## src/rtl/fetch_buffer.sv

```systemverilog
// Instruction queue between fetch and decode: DEPTH-entry circular FIFO of {pc, inst} pairs.
// Latency: an entry pushed at edge N is on out_* from just after edge N; no same-cycle bypass.
// Backpressure: in_ready = !full (independent of out_ready); flush discards all handshakes and empties the queue.
module fetch_buffer #(
    parameter int DEPTH = 8,
    parameter int XLEN  = 32
) (
    input  logic                       clk,
    input  logic                       rst_n,
    input  logic                       flush,
    input  logic                       in_valid,
    output logic                       in_ready,
    input  logic [XLEN-1:0]            in_pc,
    input  logic [XLEN-1:0]            in_inst,
    output logic                       out_valid,
    input  logic                       out_ready,
    output logic [XLEN-1:0]            out_pc,
    output logic [XLEN-1:0]            out_inst,
    output logic [$clog2(DEPTH):0]     count,
    output logic                       full,
    output logic                       empty
);

    localparam int AW = $clog2(DEPTH);
    localparam int CW = AW + 1;

    typedef struct packed {
        logic [XLEN-1:0] pc;
        logic [XLEN-1:0] inst;
    } entry_t;

    entry_t         mem [DEPTH];
    logic [AW-1:0]  head;
    logic [AW-1:0]  tail;
    logic [CW-1:0]  cnt;
    logic           push;
    logic           pop;
    entry_t         head_ent;

    assign full      = (cnt == CW'(DEPTH));
    assign empty     = (cnt == '0);
    assign in_ready  = !full;
    assign out_valid = !empty;
    assign count     = cnt;

    // Handshakes in a flush cycle are dropped; fetch re-sends from the redirect target.
    assign push = in_valid && in_ready && !flush;
    assign pop  = out_valid && out_ready && !flush;

    // Head entry is gated to zero when empty so decode sees a harmless no-op.
    assign head_ent = mem[head];
    assign out_pc   = empty ? '0 : head_ent.pc;
    assign out_inst = empty ? '0 : head_ent.inst;

    // Storage needs no reset: stale contents are never visible because outputs are gated by empty.
    always_ff @(posedge clk) begin
        if (push) begin
            mem[tail] <= '{pc: in_pc, inst: in_inst};
        end
    end

    // Pointer and occupancy update; flush wins over any concurrent push or pop.
    always_ff @(posedge clk or negedge rst_n) begin
        if (!rst_n) begin
            head <= '0;
            tail <= '0;
            cnt  <= '0;
        end else if (flush) begin
            head <= '0;
            tail <= '0;
            cnt  <= '0;
        end else begin
            if (push) begin
                tail <= tail + AW'(1);
            end
            if (pop) begin
                head <= head + AW'(1);
            end
            case ({push, pop})
                2'b10:   cnt <= cnt + CW'(1);
                2'b01:   cnt <= cnt - CW'(1);
                default: cnt <= cnt;
            endcase
        end
    end

endmodule
```

## config.mk

```make
export PLATFORM = sky130hd
export DESIGN_NAME = fetch_buffer
export DESIGN_NICKNAME = d
export VERILOG_FILES = /design/src/rtl/fetch_buffer.sv
export SDC_FILE = /design/constraint.sdc
export NUM_CORES = 1
export LEC_CHECK = 0
export ABC_AREA = 1
export CAP_MARGIN = 20
export CORE_ASPECT_RATIO = 1.2
export CORE_MARGIN = 2
export CORE_UTILIZATION = 53
export DETAILED_ROUTE_END_ITERATION = 16
export PLACE_DENSITY = 0.76
export SLEW_MARGIN = 25
export SYNTH_ARGS = -nofsm -noshare
export SYNTH_HDL_FRONTEND = slang
export SYNTH_SLANG_ARGS = --single-unit
```

## constraint.sdc

```tcl
create_clock -name clk -period 4.19 [get_ports clk]
set_input_delay 0.6285 -clock clk [delete_from_list [all_inputs] [get_ports clk]]
set_output_delay 0.6285 -clock clk [all_outputs]
set_load 0.02 [all_outputs]
```

==> impl_metrics.ini <==
[outcome]
status = finished, final reports clean

[timing]
skew_ns = 0.0150
setup_tns_ns = 0
grt_setup_unrepaired = false
period_share_pct = 95.4
slew_headroom_pct = 42.8
final_hold_viol_count = 0
setup_viol = 0
tightestPinTransition_ns = 0.858
fmax_mhz = 250
post-route-min-period_ns = 4.00
report.final.slew_viol_count = 0

[worst_setup_path]
crit_top_cell = o21ai_1
rr_worst_depth = 14
critical_path.startpoint_type = register
crit_type = reg2out
endpoint = out_inst[21]
end_kind = output port
rrSetupSlack_ns = 1.57
r2r-end = count[3]
crit_start = head[1]
required_ns = 3.56
max_stage_delay_ns = 0.69
rr_startpoint = count[3]
cp_slowest_cell = clkdlybuf4s50_1
arrival_ns = 3.37
crit_fanout = 68
crit_chain = inv_4 > buf_12 > o21ai_1 > o22ai_1 > o21ai_1 > a31oi_1 > clkdlybuf4s50_1

[clocking]
hold_buffers = 0
clkTransAtPathRegs_ns = 0.06
cts_resized = 0
cts_buffers = 49
clock_sinks = 522
cts-root-buf = clkbuf_16
clk_path_buf_depth = 3
cts_tree = yes
clk_latency_ns = 0.57
h-tree-depth = 2

[layout]
fill_cells = 2696
final_core_util_pct = 63.3
drive_gt1_share_pct = 7.33
layoutNonFillerInstCount = 2187
area_growth_pct = 17.1
nets = 1743
finalInstanceArea_um2 = 24000

[logic_synthesis]
synth-xor-area-share_pct = 0.0427
synth_edf_count = 512
post_synth.cell_area_avg_um2 = 13.3
synthAdderAreaFrac_pct = 0.244
netlist-cell-type-count = 27
yosys_warnings = 0
synthArstFlopShare_pct = 1.92
synthesis.nets = 1621
yosysTopAreaCellShare_pct = 75.0
synth-seq-cells = 522
mappedNetlistArea_um2 = 20500
synth_most_common_cell = edfxtp_1
synth_compound_area_share_pct = 12.0
synth_ff_type = edfxtp_1
synth-seq-area-share_pct = 76.2
synthMuxAreaShare_pct = 0
synthTopCellsByArea = edfxtp_1 75%, nor2_1 7.2%, o21ai_0 5.2%, o21ai_1 2.8%, o22ai_1 2.0%
yosys.area.top_type = edfxtp_1
yosys.area_share.simple_pct = 8.36
synth_top_family_by_area = compound AO/OA/AOI/OAI gates
synthTopCellsByCount = 512 x edfxtp_1, 393 x nor2_1, 214 x o21ai_0
synthCells = 1548

[detailed_routing]
antenna_left = 0
num_vias = 13000
drt_wl_total_um = 46300
first_iter_violations = 1163
drt_first_pass_iters = 5
viasPerCell = 5.96
dr_wl_met2_um = 23300
highest_layer = met5
wl_met3_um = 3510
drc_errors = 0
wire_per_inst_um = 21.2
wl_met1_um = 18100

[run]
max_cap_viol_count = 0

[global_routing]
grtUsageTotal_pct = 23.1
overflow = 0
grt_pass1_vias = 13200
grt_max_degree = 130
grt_pass1_wl_um = 71400
antenna_found_initial = 2

[power]
leakage_nw = 7.90
total_power_mw = 15.5
pwr_density_cell_nw_per_um2 = 647
ir_worst_vdd_mv = 0.535

[floorplan]
start_util_pct = 54.0
rows = 78
die_h_um = 220
dieArea_um2 = 40300
io_pins = 141
coreArea_um2 = 38000
die_w_um = 184

[placed_design]
dp.cells = 2098
dpl_cell_area_um2 = 22400
gpl.final_weighted_congestion = 0.753
place_hpwl_um = 24200
numPortBuffers = 140

[worst_hold_path]
hold_path_class = in2async
==> repair_timing <==
action                     CTS  global route
hold endpoints to repair     0             0
setup endpoints to repair    0             6
setup buffers                0             1
==> worst min path at each step <==
| stage | from | endpoint | slack, ns | cells past startpoint |
|---|---|---|---|---|
| finish | rst_n | head[1] | 0.40 | 1 |
| global route | rst_n | head[1] | 0.43 | 1 |
| CTS | rst_n | head[1] | 0.40 | 1 |
| detailed placement | tail[2] | tail[2] | 0.60 | 2 |
| global placement | tail[0] | tail[0] | 0.57 | 2 |
| floorplan | rst_n | count[0] | 0.33 | 0 |
==> state kept, by name, indices dropped and copies added, names as in the netlist <==
name,cells
head,3
mem,512
count,4
tail,3
==> critical path, delay by kind of cell (launching register included) <==
kind / cells / cell delay [ns]
flip-flops: 1 / 0.50
AO/OA/AOI/OAI: 4 / 0.66
buffers and inverters: 3 / 1.60
==> cell type report <==
type                            instances  area [um2]  share of cell area, %
Sequential cell                       522       15600                   65.1
Clock inverter                         26         273                   1.14
Inverter                               21        88.8                  0.370
Timing Repair Buffer                  176        1810                   7.53
Antenna cell                            1        2.50                 0.0104
Multi-Input combinational cell        900        4300                   17.9
Tap cell                              480         601                   2.50
Clock buffer                           61        1310                   5.47
==> kinds of logic (layout without fill, tap and decap cells) <==
logic type	after synthesis	count (layout)
DFF	522	522
other	0	1
and+or+nand+nor	435	435
AOI/OAI and AO/OA	460	460
adders and majority gates	4	4
xor gates and xnor gates	1	1
buffers and inverters	126	284
==> per-layer routing <==
metal,global-route usage [%],vias to the layer above
met3,3.98,101
met4,9.15,2
li1,-,5964
met5,0,-
met1,29.4,6428
met2,39.7,531
==> report_power, final <==
group          switching [mW]  internal, mW  total (mW)
combinational            3.22          1.92        5.14
clock                    1.81          2.58        4.39
sequential              0.120          5.89        6.01
==> through the flow <==
stage / hold WS, ns / setup WS [ns]
6_report: 0.401 / 0.192
2_1_floorplan: 0.333 / 0.00171
5_1_grt: 0.434 / 0.0680
3_5_place_dp: 0.602 / 0.731
4_1_cts: 0.398 / 0.116
3_3_place_gp: 0.574 / 0.730
==> layout by cell type (no fill, tap or decap), types with 2 or more instances in the layout <==
cell type | Yosys | layout
clkbuf_16 | 0 | 51
bufinv_16 | 0 | 6
ha_1 | 4 | 4
nand3_1 | 5 | 5
nor2_1 | 393 | 385
inv_1 | 17 | 17
o22ai_1 | 65 | 65
nand2_1 | 25 | 25
nor2_4 | 2 | 10
o21ai_0 | 214 | 214
a31oi_1 | 64 | 64
buf_4 | 21 | 25
nand2_2 | 2 | 2
dfrtp_4 | 0 | 2
inv_4 | 0 | 2
clkbuf_1 | 47 | 10
edfxtp_1 | 512 | 512
buf_12 | 0 | 11
clkinv_1 | 0 | 12
nand2_4 | 3 | 3
a21oi_1 | 2 | 2
clkdlybuf4s50_1 | 0 | 140
o21ai_1 | 115 | 115
clkinv_2 | 0 | 6
inv_6 | 0 | 2
dfrtp_1 | 10 | 8
nand3_2 | 2 | 2
(Power assumes the default switching activity.)
